===== src/rtl/fir_pe_if.sv =====
// Bus bundle for one fir_pe: broadcast sample/tap/control in,
// partial sum in from the previous PE, registered partial sum out.
interface fir_pe_if #(
    parameter int DW = 16,
    parameter int SW = 4
);
    logic              in_valid;
    logic [2*DW-1:0]   in_sample;
    logic [2*DW-1:0]   tap;
    logic              flush;
    logic              enable;
    logic              is_auto;
    logic [SW-1:0]     shift;
    logic [2*DW-1:0]   psum_in;
    logic [2*DW-1:0]   psum_out;

    modport master (
        output in_valid, in_sample, tap, flush,
        output enable, is_auto, shift, psum_in,
        input  psum_out
    );

    modport slave (
        input  in_valid, in_sample, tap, flush,
        input  enable, is_auto, shift, psum_in,
        output psum_out
    );
endinterface


===== src/rtl/fir_pe.sv =====
// Complex MAC processing element of a transposed systolic FIR tile:
// psum_out <= sat(psum_in + sat((x * tap[conj]) >>> shift)).
module fir_pe #(
    parameter int DW = 16,
    parameter int SW = 4
) (
    input  logic     clk,
    input  logic     rst_n,
    fir_pe_if.slave  bus
);
    localparam int PW = 2 * DW;

    logic signed [DW-1:0] w_a, w_b, w_c, w_d;
    logic signed [PW-1:0] w_ac, w_bd, w_ad, w_bc;
    logic signed [PW:0]   w_pre, w_pim;
    logic signed [PW:0]   w_pre_sh, w_pim_sh;
    logic [DW-1:0]        w_pre_sat, w_pim_sat;
    logic [DW:0]          w_sre, w_sim;
    logic [DW-1:0]        w_sre_sat, w_sim_sat;
    logic [PW-1:0]        r_psum;

    function automatic logic [DW-1:0] sat_prod(
        input logic signed [PW:0] v
    );
        if ((&v[PW:DW-1]) || ~(|v[PW:DW-1]))
            return v[DW-1:0];
        return v[PW] ? {1'b1, {(DW-1){1'b0}}}
                     : {1'b0, {(DW-1){1'b1}}};
    endfunction

    // Sum is one bit wider than its operands: overflow iff top two bits differ
    function automatic logic [DW-1:0] sat_sum(
        input logic [DW:0] v
    );
        if (v[DW] == v[DW-1])
            return v[DW-1:0];
        return v[DW] ? {1'b1, {(DW-1){1'b0}}}
                     : {1'b0, {(DW-1){1'b1}}};
    endfunction

    assign w_a = bus.in_sample[PW-1:DW];
    assign w_b = bus.in_sample[DW-1:0];
    assign w_c = bus.tap[PW-1:DW];
    assign w_d = bus.tap[DW-1:0];

    assign w_ac = {{DW{w_a[DW-1]}}, w_a} * {{DW{w_c[DW-1]}}, w_c};
    assign w_bd = {{DW{w_b[DW-1]}}, w_b} * {{DW{w_d[DW-1]}}, w_d};
    assign w_ad = {{DW{w_a[DW-1]}}, w_a} * {{DW{w_d[DW-1]}}, w_d};
    assign w_bc = {{DW{w_b[DW-1]}}, w_b} * {{DW{w_c[DW-1]}}, w_c};

    always_comb begin
        w_pre = '0;
        w_pim = '0;
        if (bus.is_auto) begin
            w_pre = {w_ac[PW-1], w_ac} + {w_bd[PW-1], w_bd};
            w_pim = {w_bc[PW-1], w_bc} - {w_ad[PW-1], w_ad};
        end else begin
            w_pre = {w_ac[PW-1], w_ac} - {w_bd[PW-1], w_bd};
            w_pim = {w_ad[PW-1], w_ad} + {w_bc[PW-1], w_bc};
        end
    end

    assign w_pre_sh  = w_pre >>> bus.shift;
    assign w_pim_sh  = w_pim >>> bus.shift;
    assign w_pre_sat = sat_prod(w_pre_sh);
    assign w_pim_sat = sat_prod(w_pim_sh);

    assign w_sre = {bus.psum_in[PW-1], bus.psum_in[PW-1:DW]}
                 + {w_pre_sat[DW-1], w_pre_sat};
    assign w_sim = {bus.psum_in[DW-1], bus.psum_in[DW-1:0]}
                 + {w_pim_sat[DW-1], w_pim_sat};
    assign w_sre_sat = sat_sum(w_sre);
    assign w_sim_sat = sat_sum(w_sim);

    always_ff @(posedge clk) begin
        if (!rst_n)
            r_psum <= '0;
        else if (bus.flush)
            r_psum <= '0;
        else if (bus.enable && bus.in_valid)
            r_psum <= {w_sre_sat, w_sim_sat};
    end

    assign bus.psum_out = r_psum;
endmodule


===== src/flat_wrapper.sv =====
// flat-port wrapper written by rule: the top's interface ports become plain ports
module fir_pe_flat 
#(
    parameter int DW = 16,
    parameter int SW = 4
)
  (clk, rst_n, bus_in_valid, bus_in_sample, bus_tap, bus_flush, bus_enable, bus_is_auto, bus_shift, bus_psum_in, bus_psum_out);
  fir_pe_if #(.DW(DW), .SW(SW)) bus_i ();
  input  logic clk;
  input  logic rst_n;
  input wire logic [$bits(bus_i.in_valid)-1:0] bus_in_valid;
  input wire logic [$bits(bus_i.in_sample)-1:0] bus_in_sample;
  input wire logic [$bits(bus_i.tap)-1:0] bus_tap;
  input wire logic [$bits(bus_i.flush)-1:0] bus_flush;
  input wire logic [$bits(bus_i.enable)-1:0] bus_enable;
  input wire logic [$bits(bus_i.is_auto)-1:0] bus_is_auto;
  input wire logic [$bits(bus_i.shift)-1:0] bus_shift;
  input wire logic [$bits(bus_i.psum_in)-1:0] bus_psum_in;
  output wire logic [$bits(bus_i.psum_out)-1:0] bus_psum_out;
  assign bus_i.in_valid = bus_in_valid;
  assign bus_i.in_sample = bus_in_sample;
  assign bus_i.tap = bus_tap;
  assign bus_i.flush = bus_flush;
  assign bus_i.enable = bus_enable;
  assign bus_i.is_auto = bus_is_auto;
  assign bus_i.shift = bus_shift;
  assign bus_i.psum_in = bus_psum_in;
  assign bus_psum_out = bus_i.psum_out;
  fir_pe #(.DW(DW), .SW(SW)) u_core (.clk(clk), .rst_n(rst_n), .bus(bus_i));
endmodule

===== config.mk =====
export PLATFORM = sky130hd
export DESIGN_NAME = fir_pe_flat
export DESIGN_NICKNAME = d
export VERILOG_FILES = /design/src/rtl/fir_pe_if.sv /design/src/rtl/fir_pe.sv /design/src/flat_wrapper.sv
export SDC_FILE = /design/constraint.sdc
export NUM_CORES = 2
export LEC_CHECK = 0
export BUFFER_PORTS_ARGS = -buffer_cell sky130_fd_sc_hd__buf_2
export CAP_MARGIN = 10
export CELL_PAD_IN_SITES_DETAIL_PLACEMENT = 2
export CELL_PAD_IN_SITES_GLOBAL_PLACEMENT = 2
export CORE_UTILIZATION = 38
export DETAILED_ROUTE_END_ITERATION = 12
export GPL_TIMING_DRIVEN = 1
export PLACE_DENSITY_LB_ADDON = 0.1
export SLEW_MARGIN = 20
export SYNTH_ARGS = -nofsm -noshare
export SYNTH_HDL_FRONTEND = slang
export SYNTH_SLANG_ARGS = --single-unit

===== constraint.sdc =====
create_clock -name clk -period 15.6 [get_ports clk]
set_input_delay 2.34 -clock clk [delete_from_list [all_inputs] [get_ports clk]]
set_output_delay 2.34 -clock clk [all_outputs]
set_load 0.005 [all_outputs]

Word-level counts from Yosys, hierarchy flattened --
Index checks and enable logic that the tools add are counted.
Storage, ports and cells: logic and storage cells 44, output and inout bits 32, register bits after elaboration 32, input port bits 106
Cells by class: reductions and logical operators 8, muxes and demuxes 18, $mul 4, $add $sub $neg 6, shift-type cells 2, equal/unequal tests 2, bitwise logic cells 3
Operators with widths (number):
- $mux 16 | 12
- $mul 16x16->32 | 4
- $add 32x32->33 | 2
- $mux 33 | 2
- $sshr 33x4->33 | 2
- $sub 32x32->33 | 2
- $reduce_and 18->1 | 2
- $reduce_or 18->1 | 2
- $add 16x16->17 | 2
- $mux 1 | 4
- $not 1->1 | 3
- $eq 1x1->1 | 2
- $logic_or 1x1->1 | 2
- $reduce_or 2->1 | 1
- $logic_and 1x1->1 | 1

Depth between registers and ports, before layout --
depth in word-level cells 13, mapped depth 65, gate-level depth less buffers 61

Worst setup path before layout --
Ideal clock, no wire load.
kind input to register, start point input port bus_tap[1], end point register u_core.r_psum[22] (netlist: u_core.bus.psum_out[22]), buffers on the path 4, path slack 0.496 ns, arrival time 14.966 ns, library setup time 0.138 ns, cell stages on the path 61, required time 15.462 ns, path through clkbuf_1 -> nand2_1 -> fa_1 -> fa_1 -> fa_1 -> inv_1 -> fa_1 -> fa_1 -> inv_1 -> fa_1 -> inv_1 -> ha_1 -> a21oi_1 -> nand2_1 -> a21oi_1 -> a211oi_1 -> a211o_1 -> a21o_1 -> (+25 left out) -> a21o_1 -> a21oi_1 -> o21bai_1 -> a21oi_1 -> o21bai_1 -> a21oi_1 -> o21bai_1 -> a21oi_1 -> o21bai_1 -> a21oi_1 -> nor2_1 -> o21a_1 -> o21ai_0 -> a31o_2 -> clkbuf_1 -> clkbuf_1 -> maj3_1 -> a211oi_1
On the way: word-level cells in the longest chain between the ends 13, elaborated cells between the ends (all ways) 19, classes of those cells 3 x add/sub; 1 x mul; 1 x eq/ne; 1 x shift; 9 x mux; 1 x bitwise; 3 x reduce/logical
RTL lines:
- start, declared | RTL line flat_wrapper.sv:13 | input wire logic [$bits(bus_i.tap)-1:0] bus_tap;
- $mul 16x16->32 * | RTL line fir_pe.sv:47 | assign w_bd = {{DW{w_b[DW-1]}}, w_b} * {{DW{w_d[DW-1]}}, w_d};
- $sub 32x32->33 / $add 32x32->33 (equally long branches) | RTL line fir_pe.sv:58, fir_pe.sv:55
- $mux 33 * | RTL line fir_pe.sv:54 | if (bus.is_auto) begin
- $sshr 33x4->33 * | RTL line fir_pe.sv:63 | assign w_pre_sh = w_pre >>> bus.shift;
- $reduce_or 18->1 | RTL line fir_pe.sv:25 | if ((&v[PW:DW-1]) || ~(|v[PW:DW-1]))
- $not 1->1 | RTL line fir_pe.sv:25
- $logic_or 1x1->1 | RTL line fir_pe.sv:25
- $mux 1 | RTL line fir_pe.sv:25
- $mux 16 * | RTL line fir_pe.sv:27 | return v[PW] ? {1'b1, {(DW-1){1'b0}}}
- $add 16x16->17 * | RTL line fir_pe.sv:69 | + {w_pre_sat[DW-1], w_pre_sat};
- $eq 1x1->1 | RTL line fir_pe.sv:35 | if (v[DW] == v[DW-1])
- $mux 1 | RTL line fir_pe.sv:35
- $mux 16 * | RTL line fir_pe.sv:37 | return v[DW] ? {1'b1, {(DW-1){1'b0}}}
- end signal, assigned | RTL line fir_pe.sv:81 | r_psum <= {w_sre_sat, w_sim_sat};
- end, declared | RTL line fir_pe.sv:20 | logic [PW-1:0] r_psum;
Mark *: on every way between the ends. The rest lies on a longest branch, timed or not. The select of a mux whose other input is x is not followed. A chain may end at the register's enable or synchronous reset.

Final worst setup path --
start point input port bus_in_sample[27], end point register u_core.r_psum[5] (netlist: u_core.bus.psum_out[5])
On the way: word-level cells in the longest chain between the ends 13, elaborated cells between the ends (all ways) 19, classes of those cells 3 x add/sub; 1 x mul; 1 x eq/ne; 1 x shift; 9 x mux; 1 x bitwise; 3 x reduce/logical
RTL lines:
- start, declared | RTL line flat_wrapper.sv:12 | input wire logic [$bits(bus_i.in_sample)-1:0] bus_in_sample;
- $mul 16x16->32 * | RTL line fir_pe.sv:48 | assign w_ad = {{DW{w_a[DW-1]}}, w_a} * {{DW{w_d[DW-1]}}, w_d};
- $add 32x32->33 / $sub 32x32->33 (equally long branches) | RTL line fir_pe.sv:59, fir_pe.sv:56
- $mux 33 * | RTL line fir_pe.sv:54
- $sshr 33x4->33 * | RTL line fir_pe.sv:64 | assign w_pim_sh = w_pim >>> bus.shift;
- $reduce_or 18->1 | RTL line fir_pe.sv:25
- $not 1->1 | RTL line fir_pe.sv:25
- $logic_or 1x1->1 | RTL line fir_pe.sv:25
- $mux 1 | RTL line fir_pe.sv:25
- $mux 16 * | RTL line fir_pe.sv:27
- $add 16x16->17 * | RTL line fir_pe.sv:71 | + {w_pim_sat[DW-1], w_pim_sat};
- $eq 1x1->1 | RTL line fir_pe.sv:35
- $mux 1 | RTL line fir_pe.sv:35
- $mux 16 * | RTL line fir_pe.sv:37
Marks and branches as above.

==> flow_metrics.tcl <==
set metrics [dict create \
    status "completed" \
    muxShareOfSynthArea 0.02817 \
    die_y_um 368.3 \
    final_util 0.4395 \
    gp_congestion 0.8732 \
    antenna_found_initial 15 \
    layout_min_cycle_time_ns 15.30 \
    yosysSeqAreaShare 0.01256 \
    cts_tree "built" \
    pre_cts_slack_ns -0.7635 \
    grt_max_degree 80 \
    slew_violations 0 \
    path_class "in -> reg" \
    crit_fanout 11 \
    synth_cell_types 120 \
    arrival_ns 15.47 \
    ys.flop_type "dfxtp_1" \
    grt_pass1_wl_mm 298.8 \
    syn2layout_area_growth_pct 14.89 \
    r2r_setup_slack_ns 14.74 \
    yosys.area_share.simple 0.1639 \
    timing.rr.end "u_core.bus.psum_out[9]" \
    num_vias 43510 \
    critPathTopFamily "compound AO/OA/AOI/OAI gates" \
    io_buffer_count 137 \
    synth_edf_count 0 \
    cap_violations 0 \
    syn-num-nets 7612 \
    postSynthAreaPerCell_um2 8.463 \
    min_to "u_core.bus.psum_out[30]" \
    setup_viol 0 \
    placed_area_um2 56890 \
    startpoint_type "input pin" \
    multi_input_area_um2 45380 \
    grt_pass1_vias 50870 \
    synth-compound-area-share 0.1121 \
    worst_pin_slew_ns 1.032 \
    cp_slowest_cell "fa_1" \
    drive_above_1_share 0.1503 \
    max_slew_margin 0.3096 \
    synth_fa_ha_area_frac 0.5213 \
    overflow 0 \
    reg2regPathDepth 1 \
    dp_cells 8158 \
    cts.path.max_buffers 2 \
    rows 134 \
    design_area_um2 58580 \
    initial_utilization 0.3825 \
    drt_iter0_drc 1835 \
    final_cells 8217 \
    drt-total-wl_mm 191.3 \
    setup_slack_ns 0.2989 \
    worstPathRequired_ns 15.77 \
    die-width_um 368.3 \
    io_pins 138 \
    cp.buffers_inverters 11 \
    cpPeakStageDelay_ns 0.54 \
    seq_area_um2 640.6 \
    fill_cells 14890 \
    hold_class "reg -> reg" \
    vias_per_cell 5.295 \
    synth-xor-area-share 0.04633 \
    ant_nets 0 \
    clock_latency_ns 0.28 \
    htreeDepth 2 \
    cts.sinks 32 \
    firstDrtPassIters 5 \
    syn-cell-area_um2 50990 \
    critPathCaptureType "flop" \
    synth_top_family_by_area "adder cells" \
    hold_path.startpoint "u_core.bus.psum_out[30]" \
    grt_usage 0.2837 \
    r2r_start "u_core.bus.psum_out[9]" \
    drc 0 \
    max_freq_mhz 65.35 \
    postCtsHoldBufs 0 \
    ys_ff_latch 32 \
    nets 8032 \
    fin_crit_sh 0.9808 \
    top_regs "u_core.bus.psum_out x32" \
    clockRootBuffer "clkbuf_16" \
    largest_reg_flops 32 \
    synth_warnings 0 \
    regMostFlops "u_core.bus.psum_out" \
    min_path_cells 2 \
    clkTransAtPathRegs_ns 0.05 \
    cts_buffers 5 \
    dpl.hpwl_mm 166.2 \
    wl_per_cell_um 23.29 \
    ys_async_sr_fraction 0 \
    fin_worst_skew_ns 0 \
    hold_viol_final 0 \
    die-area_um2 135600 \
    coreArea_um2 133300 \
    syn_inst 6025 \
]
-- cell type report --
cell class / instances / area share
Multi-Input combinational cell: 4454 / 0.7746
Clock inverter: 1 / 0.0005126
Antenna cell: 3 / 0.0001282
Tap cell: 1768 / 0.03776
Inverter: 1245 / 0.07977
Sequential cell: 32 / 0.01094
Timing Repair Buffer: 707 / 0.09370
Clock buffer: 7 / 0.002606
-- cell families after synthesis --
group | count (synthesis)
flip-flops | 32
buffers and inverters | 1540
multiplexers | 130
AO/OA/AOI/OAI | 853
XOR/XNOR | 268
AND/OR/NAND/NOR | 1706
adder cells (fa/ha/maj) | 1496
-- routing by layer --
metal  track usage  part of all wire  up-vias
met4       0.05985             0.027        4
li1              -                 -    19520
met3       0.01935             0.038      182
met1        0.3756              0.44    23050
met5             0           0.00016        -
met2        0.5053              0.50      749
-- Yosys cell counts, types with 9 or more instances --
cell      count  share of area
or3_1         9         0.0011
nand2_1     702          0.052
fa_1       1052           0.41
o21ai_1      17         0.0017
and2_1      463          0.057
and3_1       17         0.0021
mux2i_1      88          0.017
o21ai_0     143          0.014
ha_1        429           0.11
o21bai_1     49         0.0072
maj3_1       15         0.0029
a31oi_1      37         0.0045
a211o_1       9         0.0015
nor4_1       11         0.0013
nor2_1      233          0.017
o31ai_1      11         0.0016
a221o_1      14         0.0027
clkbuf_1    269          0.020
inv_1      1243          0.092
nand2b_1     71         0.0087
a21o_1       68          0.010
a21oi_1     248          0.024
nor3_1       54         0.0053
xnor2_1     199          0.034
nor2b_1      20         0.0025
o22ai_1       9         0.0011
or2_2        12         0.0015
dfxtp_1      32          0.013
mux2_2       33         0.0073
o21a_1       39         0.0057
nand4_1      27         0.0033
buf_1        11        0.00081
a211oi_1     53         0.0078
xor2_1       67          0.012
o31a_1       10         0.0017
o211ai_1     26         0.0038
nand3_1      40         0.0039
-- cells in the final DEF, fill, tap and decap left out, types with 37 or more instances in the layout --
cell         n
nor3_1      49
mux2i_1     84
buf_2      115
nand2_1    699
nand2b_1    71
buf_4      534
xnor2_1    189
o21bai_1    49
o21ai_0    125
and2_1     460
o21a_1      38
ha_1       415
xor2_1      61
nand3_1     37
a21oi_1    208
fa_1      1047
a211oi_1    45
a21oi_2     41
inv_1     1240
a21o_1      68
nor2_1     226
-- timing repair --
item | in CTS | in global routing
gates resized for setup | 62 | 194
endpoints found under the hold margin | 0 | 0
buffers inserted | 5 | 40
pin swaps | 11 | 88
gates cloned | 0 | 3
setup endpoints to repair | 32 | 32
-- how the worst max path moves through the flow --
stage | from | to | slack, ns | depth (start not counted)
after floorplan | bus_tap[1] | u_core.bus.psum_out[22] | 0.50 | 61
after global placement | bus_tap[17] | u_core.bus.psum_out[17] | -0.29 | 59
after detailed placement | bus_in_sample[27] | u_core.bus.psum_out[9] | -0.76 | 58
after CTS | bus_tap[1] | u_core.bus.psum_out[17] | 0.001 | 60
after global routing | bus_in_sample[21] | u_core.bus.psum_out[4] | -0.24 | 63
final | bus_in_sample[27] | u_core.bus.psum_out[5] | 0.30 | 62
-- per-stage QoR --
stage          hold slack, ns  setup TNS, ns
5_1_grt                0.5113         -3.507
2_1_floorplan          0.4487              0
6_report               0.4768              0
3_5_place_dp           0.4716         -18.54
3_3_place_gp           0.4464         -6.006
4_1_cts                0.4885              0
Power is left out: the tool's default activity adds up to more than one toggle a clock period on the data nets, which glitch-free logic cannot reach.
